`src/rtl/interfaz_bus_memoria_pkg.sv`:
```
// Shared definitions for the memory bus interface: bus FSM states and
// Control word bit positions.
package paquete_cpu;

  typedef enum logic [1:0] {
    REPOSO    = 2'd0,
    LECTURA   = 2'd1,
    ESCRITURA = 2'd2,
    COMPLETO  = 2'd3
  } estado_bus_e;

  localparam int CTRL_LEE       = 5;
  localparam int CTRL_RESERVADO = 4;
  localparam int CTRL_ESCRIBE   = 3;
  localparam int CTRL_DIR_PC    = 2;
  localparam int CTRL_DIR_AR    = 1;
  localparam int CTRL_DATO      = 0;

  localparam logic [5:0] CMD_FETCH = 6'b100100;

endpackage

```
`src/rtl/interfaz_bus_memoria_if.sv`:
```
// Memory-side request/acknowledge bus; master is the bus interface,
// slave is the external instruction/data memory.
interface interfaz_bus_memoria_if #(
  parameter int ANCHO_DATOS = 16,
  parameter int ANCHO_DIR   = 16
);
  logic [ANCHO_DIR-1:0]   MemDir;
  logic [ANCHO_DATOS-1:0] MemDatoSal;
  logic [ANCHO_DATOS-1:0] MemDatoEnt;
  logic                   MemLee;
  logic                   MemEscribe;
  logic                   MemAck;

  modport master (
    output MemDir, MemDatoSal, MemLee, MemEscribe,
    input  MemDatoEnt, MemAck
  );

  modport slave (
    input  MemDir, MemDatoSal, MemLee, MemEscribe,
    output MemDatoEnt, MemAck
  );
endinterface

```
`src/rtl/interfaz_bus_memoria_contador_limite.sv`:
```
// Wait-cycle counter: clear, count-enable and a flag raised on the enabled
// cycle whose increment would reach LIMITE.
module contador_limite #(
  parameter int LIMITE = 255
) (
  input  logic clk,
  input  logic srst,
  input  logic clr_i,
  input  logic en_i,
  output logic fin_o
);
  localparam int ANCHO = $clog2(LIMITE + 1);

  logic [ANCHO-1:0] cuenta_q, cuenta_d;

  assign fin_o = en_i && (cuenta_q == ANCHO'(LIMITE - 1));

  always_comb begin
    cuenta_d = cuenta_q;
    if (clr_i) begin
      cuenta_d = '0;
    end else if (en_i && !fin_o) begin
      cuenta_d = cuenta_q + ANCHO'(1);
    end
  end

  always_ff @(posedge clk) begin
    if (srst) begin
      cuenta_q <= '0;
    end else begin
      cuenta_q <= cuenta_d;
    end
  end
endmodule

```
`src/rtl/interfaz_bus_memoria.sv`:
```
// 4-phase request/acknowledge memory bus interface for the control unit.
// Define TIEMPO_LIMITE_EN to abort transactions after CICLOS_LIMITE wait cycles.
module interfaz_bus_memoria
  import paquete_cpu::*;
#(
  parameter int ANCHO_DATOS   = 16,
  parameter int ANCHO_DIR     = 16,
  parameter int CICLOS_LIMITE = 255
) (
  input  logic                   Reloj,
  input  logic                   Reiniciar,
  input  logic [5:0]             Control,
  input  logic [ANCHO_DIR-1:0]   PC,
  input  logic [ANCHO_DIR-1:0]   AR,
  input  logic [ANCHO_DATOS-1:0] DatoEscritura,
  output logic [ANCHO_DATOS-1:0] DatoLeido,
  output logic                   Listo,
  output logic                   Ocupado,
  output logic                   ErrorProtocolo,
  interfaz_bus_memoria_if.master mem
);
  estado_bus_e            estado_q, estado_d;
  logic [ANCHO_DIR-1:0]   dir_q, dir_d;
  logic [ANCHO_DATOS-1:0] dato_sal_q, dato_sal_d;
  logic [ANCHO_DATOS-1:0] dato_leido_q, dato_leido_d;
  logic                   listo_q, listo_d;
  logic                   error_q, error_d;
  logic                   pide_lee, pide_escribe, expira;
  logic [ANCHO_DIR-1:0]   dir_sel;
  logic                   unused_reservado;

  assign unused_reservado = Control[CTRL_RESERVADO];
  assign pide_lee         = (Control[CTRL_LEE] == 1'b1);
  assign pide_escribe     = (Control[CTRL_ESCRIBE] == 1'b1);
  // PC wins over AR when both address sources are requested.
  assign dir_sel = (Control[CTRL_DIR_PC] == 1'b1) ? PC :
                   (Control[CTRL_DIR_AR] == 1'b1) ? AR : '0;

`ifdef TIEMPO_LIMITE_EN
  logic en_espera;
  assign en_espera = (estado_q == LECTURA) || (estado_q == ESCRITURA);

  contador_limite #(
    .LIMITE(CICLOS_LIMITE)
  ) u_contador (
    .clk  (Reloj),
    .srst (Reiniciar),
    .clr_i(!en_espera),
    .en_i (en_espera && !mem.MemAck),
    .fin_o(expira)
  );
`else
  localparam int unused_ciclos_limite = CICLOS_LIMITE;
  assign expira = 1'b0;
`endif

  always_comb begin
    estado_d     = estado_q;
    dir_d        = dir_q;
    dato_sal_d   = dato_sal_q;
    dato_leido_d = dato_leido_q;
    listo_d      = 1'b0;
    error_d      = 1'b0;
    case (estado_q)
      REPOSO: begin
        if (pide_lee && pide_escribe) begin
          error_d = 1'b1;
        end else if (pide_lee || pide_escribe) begin
          dir_d = dir_sel;
          if (pide_escribe && Control[CTRL_DATO] == 1'b1) begin
            dato_sal_d = DatoEscritura;
          end
          estado_d = pide_lee ? LECTURA : ESCRITURA;
        end
      end
      LECTURA, ESCRITURA: begin
        if (mem.MemAck) begin
          if (estado_q == LECTURA) begin
            dato_leido_d = mem.MemDatoEnt;
          end
          listo_d  = 1'b1;
          estado_d = COMPLETO;
        end else if (expira) begin
          error_d  = 1'b1;
          estado_d = REPOSO;
        end
      end
      // Hold until the memory returns its acknowledge to zero.
      COMPLETO: begin
        if (!mem.MemAck) begin
          estado_d = REPOSO;
        end
      end
      default: estado_d = REPOSO;
    endcase
  end

  always_ff @(posedge Reloj) begin
    if (Reiniciar) begin
      estado_q     <= REPOSO;
      dir_q        <= '0;
      dato_sal_q   <= '0;
      dato_leido_q <= '0;
      listo_q      <= 1'b0;
      error_q      <= 1'b0;
    end else begin
      estado_q     <= estado_d;
      dir_q        <= dir_d;
      dato_sal_q   <= dato_sal_d;
      dato_leido_q <= dato_leido_d;
      listo_q      <= listo_d;
      error_q      <= error_d;
    end
  end

  assign mem.MemDir     = dir_q;
  assign mem.MemDatoSal = dato_sal_q;
  assign mem.MemLee     = (estado_q == LECTURA);
  assign mem.MemEscribe = (estado_q == ESCRITURA);
  assign DatoLeido      = dato_leido_q;
  assign Listo          = listo_q;
  assign ErrorProtocolo = error_q;
  assign Ocupado        = (estado_q != REPOSO);
endmodule

```
`src/flat_wrapper.sv`:
```
// flat-port wrapper written by rule: the top's interface ports become plain ports
module interfaz_bus_memoria_flat import paquete_cpu::*;
#(
  parameter int ANCHO_DATOS   = 16,
  parameter int ANCHO_DIR     = 16,
  parameter int CICLOS_LIMITE = 255
)
  (Reloj, Reiniciar, Control, PC, AR, DatoEscritura, DatoLeido, Listo, Ocupado, ErrorProtocolo, mem_MemDir, mem_MemDatoSal, mem_MemLee, mem_MemEscribe, mem_MemDatoEnt, mem_MemAck);
  interfaz_bus_memoria_if #(.ANCHO_DATOS(ANCHO_DATOS), .ANCHO_DIR(ANCHO_DIR)) mem_i ();
  input  logic Reloj;
  input  logic Reiniciar;
  input  logic [5:0] Control;
  input  logic [ANCHO_DIR-1:0] PC;
  input  logic [ANCHO_DIR-1:0] AR;
  input  logic [ANCHO_DATOS-1:0] DatoEscritura;
  output logic [ANCHO_DATOS-1:0] DatoLeido;
  output logic Listo;
  output logic Ocupado;
  output logic ErrorProtocolo;
  output wire logic [$bits(mem_i.MemDir)-1:0] mem_MemDir;
  output wire logic [$bits(mem_i.MemDatoSal)-1:0] mem_MemDatoSal;
  output wire logic [$bits(mem_i.MemLee)-1:0] mem_MemLee;
  output wire logic [$bits(mem_i.MemEscribe)-1:0] mem_MemEscribe;
  input wire logic [$bits(mem_i.MemDatoEnt)-1:0] mem_MemDatoEnt;
  input wire logic [$bits(mem_i.MemAck)-1:0] mem_MemAck;
  assign mem_MemDir = mem_i.MemDir;
  assign mem_MemDatoSal = mem_i.MemDatoSal;
  assign mem_MemLee = mem_i.MemLee;
  assign mem_MemEscribe = mem_i.MemEscribe;
  assign mem_i.MemDatoEnt = mem_MemDatoEnt;
  assign mem_i.MemAck = mem_MemAck;
  interfaz_bus_memoria #(.ANCHO_DATOS(ANCHO_DATOS), .ANCHO_DIR(ANCHO_DIR), .CICLOS_LIMITE(CICLOS_LIMITE)) u_core (.Reloj(Reloj), .Reiniciar(Reiniciar), .Control(Control), .PC(PC), .AR(AR), .DatoEscritura(DatoEscritura), .DatoLeido(DatoLeido), .Listo(Listo), .Ocupado(Ocupado), .ErrorProtocolo(ErrorProtocolo), .mem(mem_i));
endmodule
```
`config.mk`:
```
export PLATFORM = sky130hd
export DESIGN_NAME = interfaz_bus_memoria_flat
export DESIGN_NICKNAME = d
export VERILOG_FILES = /design/src/rtl/interfaz_bus_memoria_pkg.sv /design/src/rtl/interfaz_bus_memoria_if.sv /design/src/rtl/interfaz_bus_memoria_contador_limite.sv /design/src/rtl/interfaz_bus_memoria.sv /design/src/flat_wrapper.sv
export SDC_FILE = /design/constraint.sdc
export NUM_CORES = 1
export LEC_CHECK = 0
export ABC_CLOCK_PERIOD_IN_PS = 2100
export CAP_MARGIN = 30
export CORE_UTILIZATION = 37
export CTS_CLUSTER_DIAMETER = 120
export DETAILED_ROUTE_END_ITERATION = 8
export GPL_ROUTABILITY_DRIVEN = 0
export GPL_TIMING_DRIVEN = 0
export PLACE_DENSITY = 0.79
export SLEW_MARGIN = 20
export SYNTH_ARGS = -nofsm -noshare
export SYNTH_HDL_FRONTEND = slang
export SYNTH_SLANG_ARGS = --single-unit
```
`constraint.sdc`:
```
create_clock -name Reloj -period 2.1 [get_ports Reloj]
set_input_delay 0.21 -clock Reloj [delete_from_list [all_inputs] [get_ports Reloj]]
set_output_delay 0.21 -clock Reloj [all_outputs]
set_load 0.02 [all_outputs]
```
Yosys cells after proc, flatten, opt, wreduce, memory -nomap -nowiden
Cells that the tools add are included.

Add/sub/neg operators: 0. Multiply operators: 0. Divide/modulo/power cells: 0. Order comparisons: 0. Eq/ne operators: 7. Shifts and indexed selects: 0. Muxes and demuxes: 10. Bitwise gates (word level): 3. Reductions and logical operators: 12.

Operators by type and width (number): $mux 16 (2); $mux 2 (5); $reduce_and 4->1 (2); $ne 2x2->1 const B (3); $pmux 2 s3 (1); $reduce_and 3->1 (2); $reduce_or 2->1 (3); $eq 2x2->1 const B (2); $not 1->1 (3); $eq 2x1->1 const B (1); $logic_and 1x1->1 (2); $logic_not 2->1 (1); $mux 1 (2); $ne 2x1->1 const B (1); $reduce_bool 2->1 (1); $logic_or 1x1->1 (1).

Bits in registers: 52. Latch bits: 0. Memory bits (writable): 0. Memory bits (read-only): 0. Input port bits: 73. Output and inout port bits: 53. Word-level logic and storage cells: 38. Memories kept: 0.

Depth between registers and ports, before layout
Gate-level depths: netlist of the first run.

Depth after elaboration: 4. Mapped depth: 7. Gate-level depth less buffers: 5.

Worst setup path before layout of the first run
No wires, ideal clock.

Path type: register -> register. Start: reg u_core.estado_q[0]. End: reg u_core.estado_q[1]. Arrival time: 1.509 ns. Path slack: 0.496 ns. Cell stages (with the launch flop): 6. Buffers on the path: 0. Period minus slack after synthesis: 1.604 ns. Path through: dfxtp_1 inv_1 ha_1 mux2_2 a311o_1 a221oi_1.

Cells in the longest elaborated chain, start to end: 4. Elaborated cells between the ends (all ways): 11. Classes of those cells: eq/ne: 7; mux: 1; reduce/logical: 3.

RTL lines: start, declared (line interfaz_bus_memoria.sv:22) `estado_bus_e estado_q, estado_d;`; start signal, assigned (line interfaz_bus_memoria.sv:107) `estado_q <= estado_d;`; $eq 2x1->1 or $eq 2x2->1 (tied branches) (line interfaz_bus_memoria.sv:64) `case (estado_q)`; $reduce_or 2->1 (line interfaz_bus_memoria.sv:64); $ne 2x2->1 (no line); $reduce_and 4->1 (no line).

Parallel ways exist; a longest one is shown, timed or not. A chain may end at the register's enable or synchronous reset.

Worst setup path in the final report of the first run
Start: reg u_core.estado_q[0]. End: out Ocupado.

Cells in the longest elaborated chain, start to end: 1.

RTL lines: $reduce_bool 2->1 (line interfaz_bus_memoria.sv:123) `assign Ocupado = (estado_q != REPOSO);`; end, declared (line flat_wrapper.sv:18) `output logic Ocupado;`.

Every way passes these cells.

==> impl_metrics.env, run 1 <==
export IMPL_outcome="completed"
export IMPL_grt_start_max_net_pins=17
export IMPL_placed_area_sq_um=3430
export IMPL_dr_pass1_iters=4
export IMPL_diodes=0
export IMPL_cpMostUsedCell="inv_1"
export IMPL_vias=2204
export IMPL_grtUsageMet1_pct=21.0
export IMPL_synth_area_leaders="dfxtp_1 (49%), nand2_1 (12%), a21oi_1 (12%), a22oi_1 (6.0%), a211oi_1 (4.2%)"
export IMPL_fin_nets=453
export IMPL_initial_core_util_pct=38.4
export IMPL_worst_pin_slew_ps=549
export IMPL_cts_resized=0
export IMPL_place_ws_ps=186
export IMPL_path_cells="inv_1 -> ha_1 -> inv_1 -> clkdlybuf4s50_1"
export IMPL_peakVddDrop_v=0.000475
export IMPL_syn_area_per_cell_sq_um=8.62
export IMPL_drive_gt1_share_pct=6.12
export IMPL_yosys_register_bits=52
export IMPL_final_cells=448
export IMPL_syn_nets=325
export IMPL_grt_pass1_wl_mm=9.25
export IMPL_synth_area_sq_um=2130
export IMPL_final_common_cell="clkdlybuf4s50_1"
export IMPL_critPathLaunchType="flip-flop"
export IMPL_cts_buffer_depth=2
export IMPL_hold_class="primary input to flip-flop"
export IMPL_io_buffers=121
export IMPL_ys_types=25
export IMPL_critical_path_class="flip-flop to output port"
export IMPL_clkTransAtPathRegs_ps=90
export IMPL_dp_cells=440
export IMPL_use_met3_pct=9.06
export IMPL_die_h_um=77.9
export IMPL_fmax_mhz=514
export IMPL_grt_util_met2_pct=33.7
export IMPL_fin_area_sq_um=3530
export IMPL_yosys_area_top_type_share_pct=48.9
export IMPL_crit_path_max_fanout=4
export IMPL_setup_ws_ps=155
export IMPL_finalCritPeriodShare_pct=92.6
export IMPL_relSlewSlack_pct=63.4
export IMPL_max_stage_delay_ps=640
export IMPL_critPathBufInv=3
export IMPL_clk_latency_ps=300
export IMPL_p_leak_nw=1.23
export IMPL_rsz0062_at_grt="no"
export IMPL_power_density_nw_per_um2=980
export IMPL_hold_viol=0
export IMPL_critPathCaptureType="output port"
export IMPL_drt_initial_drc_count=44
export IMPL_r2r_slack_ps=310
export IMPL_slew_violations=0
export IMPL_drc_errors=0
export IMPL_fillers=525
export IMPL_numCtsBuffers=5
export IMPL_drt_antenna_violating_nets=0
export IMPL_io_pin_count=126
export IMPL_cts_tree="done"
export IMPL_finalSetupTns_ps=0
export IMPL_antenna_found_initial=0
export IMPL_hold_buffers=0
export IMPL_wl_per_cell_um=12.8
export IMPL_finalClockSkew_ps=5.96
export IMPL_grt_pass1_vias=2043
export IMPL_cp_top_family="buffers and inverters"
export IMPL_grt_overflow_total=0
export IMPL_dieArea_sq_um=6060
export IMPL_busiest_layer="met2"
export IMPL_syn_inst=247
export IMPL_seq_area_frac_synth_pct=48.9
export IMPL_area_growth_pct=65.7
export IMPL_final_cell_mix="clkdlybuf4s50_1 (121), nand2_1 (67), dfxtp_1 (52)"
export IMPL_avgViaCountPerCell=4.92
export IMPL_maxCapViolCount=0
export IMPL_core_area_sq_um=5540
export IMPL_synth_warnings=0
export IMPL_multiInputGateArea_sq_um=952
export IMPL_dieWidth_um=77.9
export IMPL_fin_crit_ps=1940
export IMPL_cts_sinks=52
export IMPL_drt_total_wl_mm=5.73
export IMPL_hpwlAfterDp_mm=4.40
export IMPL_cp_required_ps=1890
export IMPL_htreeDepth=2
export IMPL_power_w=0.00346
export IMPL_crit_arrival_ps=1730
export IMPL_crit_slowest_cell="clkdlybuf4s50_1"
export IMPL_rows=27
export IMPL_regArea_sq_um=1040
export IMPL_postCtsSetupBuffers=0
export IMPL_setup_viol=0
export IMPL_grt_usage_pct=19.5
export IMPL_ctsRootBufferMaster="clkbuf_8"
export IMPL_yosysTopAreaCell="dfxtp_1"
-- cells by family after synthesis --
group	synth area share, %
AOI/OAI and AO/OA	25.7
and+or+nand+nor	14.8
DFF	48.9
buffers and inverters	6.40
adders and majority gates	2.94
xor gates and xnor gates	0.764
muxes	0.529
-- registers in the layout, summed over array words and instances, names as in the netlist --
register	cells
u_core.Listo	1
u_core.ErrorProtocolo	1
u_core.mem.MemDir	16
u_core.mem.MemDatoSal	16
u_core.estado_q	2
u_core.DatoLeido	16
-- area by class of cell --
| cell class | count | share of cell area, % |
|---|---|---|
| Clock buffer | 6 | 2.34 |
| Timing Repair Buffer | 121 | 34.3 |
| Clock inverter | 2 | 0.426 |
| Sequential cell | 52 | 29.5 |
| Inverter | 4 | 0.426 |
| Buffer | 22 | 3.44 |
| Multi-Input combinational cell | 169 | 27.0 |
| Tap cell | 72 | 2.55 |
-- synthesized netlist by cell type --
cell type,instances
nand2_1,67
dfxtp_1,52
a21oi_1,49
a22oi_1,17
clkbuf_1,13
a211oi_1,12
buf_2,5
ha_1,5
a211oi_2,4
inv_1,4
a221oi_1,2
and2_1,2
buf_6,2
nor2b_1,2
a311o_1,1
and4b_1,1
buf_12,1
clkbuf_2,1
mux2_2,1
nand4b_1,1
nor2_1,1
nor3b_1,1
nor4b_1,1
o22ai_1,1
xor2_2,1
-- per-stage QoR --
step                      util [%]  hold slack (ps)
after floorplan                  -              331
after global placement        61.9              442
after detailed placement      61.9              447
after CTS                     63.7              232
after global routing          63.7              254
final                         63.7              243
-- worst paths after layout --
| kind | start | to | cells past startpoint |
|---|---|---|---|
| worst min-delay path | Control[3] | u_core.ErrorProtocolo$_SDFF_PP0_ | 2 |
| worst max-delay path | u_core.estado_q[0]$_SDFFE_PP0P_ | Ocupado | 4 |
| worst max register to register | u_core.estado_q[0]$_SDFFE_PP0P_ | u_core.mem.MemDir[0]$_SDFFE_PP0P_ | 6 |
| worst min register to register | u_core.mem.MemDatoSal[10]$_SDFFE_PP0P_ | u_core.mem.MemDatoSal[10]$_SDFFE_PP0P_ | 2 |
-- report_power, final --
part           switching, W  total [W]  internal [W]
clock              0.000328   0.000595      0.000267
sequential        0.0000931    0.00126       0.00116
combinational      0.000842    0.00161      0.000765
-- routing by layer --
layer / vias to the layer above / share of wire (%)
met5: - / 0
li1: 1111 / -
met2: 101 / 47
met1: 985 / 40
met3: 7 / 11
met4: 0 / 0.99
Power figures use the tool's default switching activity.
==> run 2, diff against run 1 <==
CORE_UTILIZATION = 38   (was 37)
PLACE_DENSITY = 0.8   (was 0.79)
SLEW_MARGIN = unset   (was 20)
SYNTH_HIERARCHICAL = 1   (was unset)
==> impl_metrics.env, run 2 <==
export IMPL_drive_gt1_share_pct=12.6
export IMPL_synth_area_leaders="dfxtp_1 (48%), nand2_1 (11%), a221oi_2 (6.9%), a21oi_1 (6.0%), a21oi_2 (4.0%)"
export IMPL_syn_area_per_cell_sq_um=8.89
export IMPL_max_stage_delay_ps=610
export IMPL_setup_viol=0
export IMPL_yosysTopAreaCell="dfxtp_1"
export IMPL_cts_tree="done"
export IMPL_seq_area_frac_synth_pct=48.0
export IMPL_grt_usage_pct=19.9
export IMPL_final_cells=446
export IMPL_grt_start_max_net_pins=16
export IMPL_dr_pass1_iters=6
export IMPL_power_density_nw_per_um2=870
export IMPL_antenna_found_initial=0
export IMPL_async_flop_share_pct=0
export IMPL_synthTopCellsByCount="nand2_1 (63), dfxtp_1 (52), a21oi_1 (26)"
export IMPL_rsz0062_at_grt="no"
export IMPL_die_h_um=77.6
export IMPL_synth_warnings=6
export IMPL_syn_nets=324
export IMPL_crit_path_max_fanout=7
export IMPL_grt_pass1_wl_mm=9.60
export IMPL_ys_types=28
export IMPL_final_common_cell="clkdlybuf4s50_1"
export IMPL_fin_nets=453
export IMPL_grt_pass1_vias=2074
export IMPL_yosysMostFrequentCell="nand2_1"
export IMPL_cts_buffer_depth=2
export IMPL_p_leak_nw=1.32
export IMPL_hold_depth=2
export IMPL_drt_antenna_violating_nets=0
export IMPL_cp_num_cells=4
export IMPL_hold_buffers=0
export IMPL_maxCapViolCount=0
export IMPL_worst_pin_slew_ps=606
export IMPL_avgViaCountPerCell=4.85
export IMPL_drt_total_wl_mm=5.80
export IMPL_rows=27
export IMPL_cpMostUsedCell="inv_1"
export IMPL_cts_resized=0
export IMPL_clkTransAtPathRegs_ps=90
export IMPL_hold_viol=0
export IMPL_clk_latency_ps=290
export IMPL_wl_per_cell_um=13.0
export IMPL_initial_core_util_pct=39.4
export IMPL_syn_inst=244
export IMPL_finalCritPeriodShare_pct=93.2
export IMPL_vias=2161
export IMPL_core_area_sq_um=5510
export IMPL_drt_initial_drc_count=83
export IMPL_slew_violations=0
export IMPL_outcome="completed"
export IMPL_htreeDepth=2
export IMPL_critical_path_class="flip-flop to output port"
export IMPL_finalSetupTns_ps=0
export IMPL_grt_overflow_total=0
export IMPL_cp_required_ps=1890
export IMPL_cts_sinks=52
export IMPL_synth_ff_type="dfxtp_1"
export IMPL_critPathLaunchType="flip-flop"
export IMPL_crit_arrival_ps=1750
export IMPL_finalClockSkew_ps=5.17
export IMPL_hpwlAfterDp_mm=4.50
export IMPL_crit_slowest_cell="clkdlybuf4s50_1"
export IMPL_numCtsBuffers=5
export IMPL_final_cell_mix="clkdlybuf4s50_1 (122), nand2_1 (63), dfxtp_1 (52)"
export IMPL_postCtsSetupBuffers=0
export IMPL_critPathCaptureType="output port"
export IMPL_cp_top_family="buffers and inverters"
export IMPL_yosys_area_top_type_share_pct=48.0
export IMPL_fmax_mhz=511
export IMPL_reg2reg_depth=6
export IMPL_synth_edf_count=0
export IMPL_yosys_register_bits=52
export IMPL_path_cells="inv_1 -> ha_1 -> inv_1 -> clkdlybuf4s50_1"
export IMPL_peakVddDrop_v=0.000521
export IMPL_critPathBufInv=3
export IMPL_synth_area_sq_um=2170
export IMPL_hold_class="primary input to flip-flop"
export IMPL_drc_errors=0
export IMPL_relSlewSlack_pct=59.6
export IMPL_dp_cells=438
export IMPL_dieArea_sq_um=6020
export IMPL_ctsRootBufferMaster="clkbuf_8"
export IMPL_io_pin_count=126
export IMPL_diodes=0
export IMPL_dieWidth_um=77.6
export IMPL_io_buffers=122
export IMPL_fin_crit_ps=1960
export IMPL_area_growth_pct=64.7
==> run 2: cell count changes after synthesis, sizes merged, moves of 2 or more <==
cell | before | now
inv | 4 | 6
a22oi | 17 | 0
a21oi | 49 | 36
clkbuf | 14 | 5
and3 | 0 | 2
a311oi | 0 | 2
buf | 8 | 12
nor2 | 1 | 16
a221oi | 2 | 16
a211oi | 16 | 0
ha | 5 | 7
o21ai | 0 | 17
==> run 2: metal layers <==
metal	GRT usage (%)	vias up	wire, um	part of all wire (%)
met5	0	-	0	0
met4	8.49	0	127	2.2
met3	4.24	10	229	3.9
met2	33.4	59	2910	50
met1	24.5	1004	2540	44
li1	-	1088	-	-
==> run 2: cells by family (layout without fill, tap and decap cells) <==
logic type	after synthesis	in the layout	share of synthesized area, %
and+or+nand+nor	90	90	17.1
muxes	1	1	0.461
AOI/OAI and AO/OA	71	71	24.1
DFF	52	52	48.0
adders and majority gates	7	7	4.04
buffers and inverters	23	153	6.29
==> run 2: power breakdown <==
group | internal [W] | switching, W | total (W) | leakage, nW
sequential | 0.00115 | 0.0000861 | 0.00124 | 0.424
clock | 0.000264 | 0.000312 | 0.000576 | 0.0510
combinational | 0.000626 | 0.000669 | 0.00129 | 0.842
total | 0.00204 | 0.00107 | 0.00311 | 1.32
==> run 2: area by class of cell <==
class / instances / area, sq um
Buffer: 17 / 114
Sequential cell: 52 / 1040
Timing Repair Buffer: 122 / 1220
Tap cell: 72 / 90.1
Inverter: 6 / 22.5
Clock buffer: 6 / 82.6
Fill cell: 500 / 1930
Multi-Input combinational cell: 169 / 992
Clock inverter: 2 / 10.0
==> run 2: worst paths after layout <==
path / start / end / slack, ps
worst max-delay path: u_core/estado_q[0]$_SDFFE_PP0P_ / Ocupado / 140
worst min-delay path: Reiniciar / u_core/estado_q[1]$_SDFFE_PP0P_ / 190
worst max register to register: u_core/estado_q[0]$_SDFFE_PP0P_ / u_core/mem.MemDatoSal[0]$_SDFFE_PP0P_ / 480
worst min register to register: u_core/DatoLeido[12]$_SDFFE_PP0P_ / u_core/DatoLeido[12]$_SDFFE_PP0P_ / 460
==> run 2: per-stage QoR <==
stage	hold slack [ps]	total power [W]	util, %	area, sq um	worst slack [ps]
final	193	0.00311	64.9	3570	142
after global placement	441	0.00254	63.2	3480	118
after CTS	184	0.00315	64.9	3570	117
after global routing	201	0.00330	64.9	3570	39.8
after detailed placement	448	0.00257	63.2	3480	119
after floorplan	337	0.00196	-	2170	691
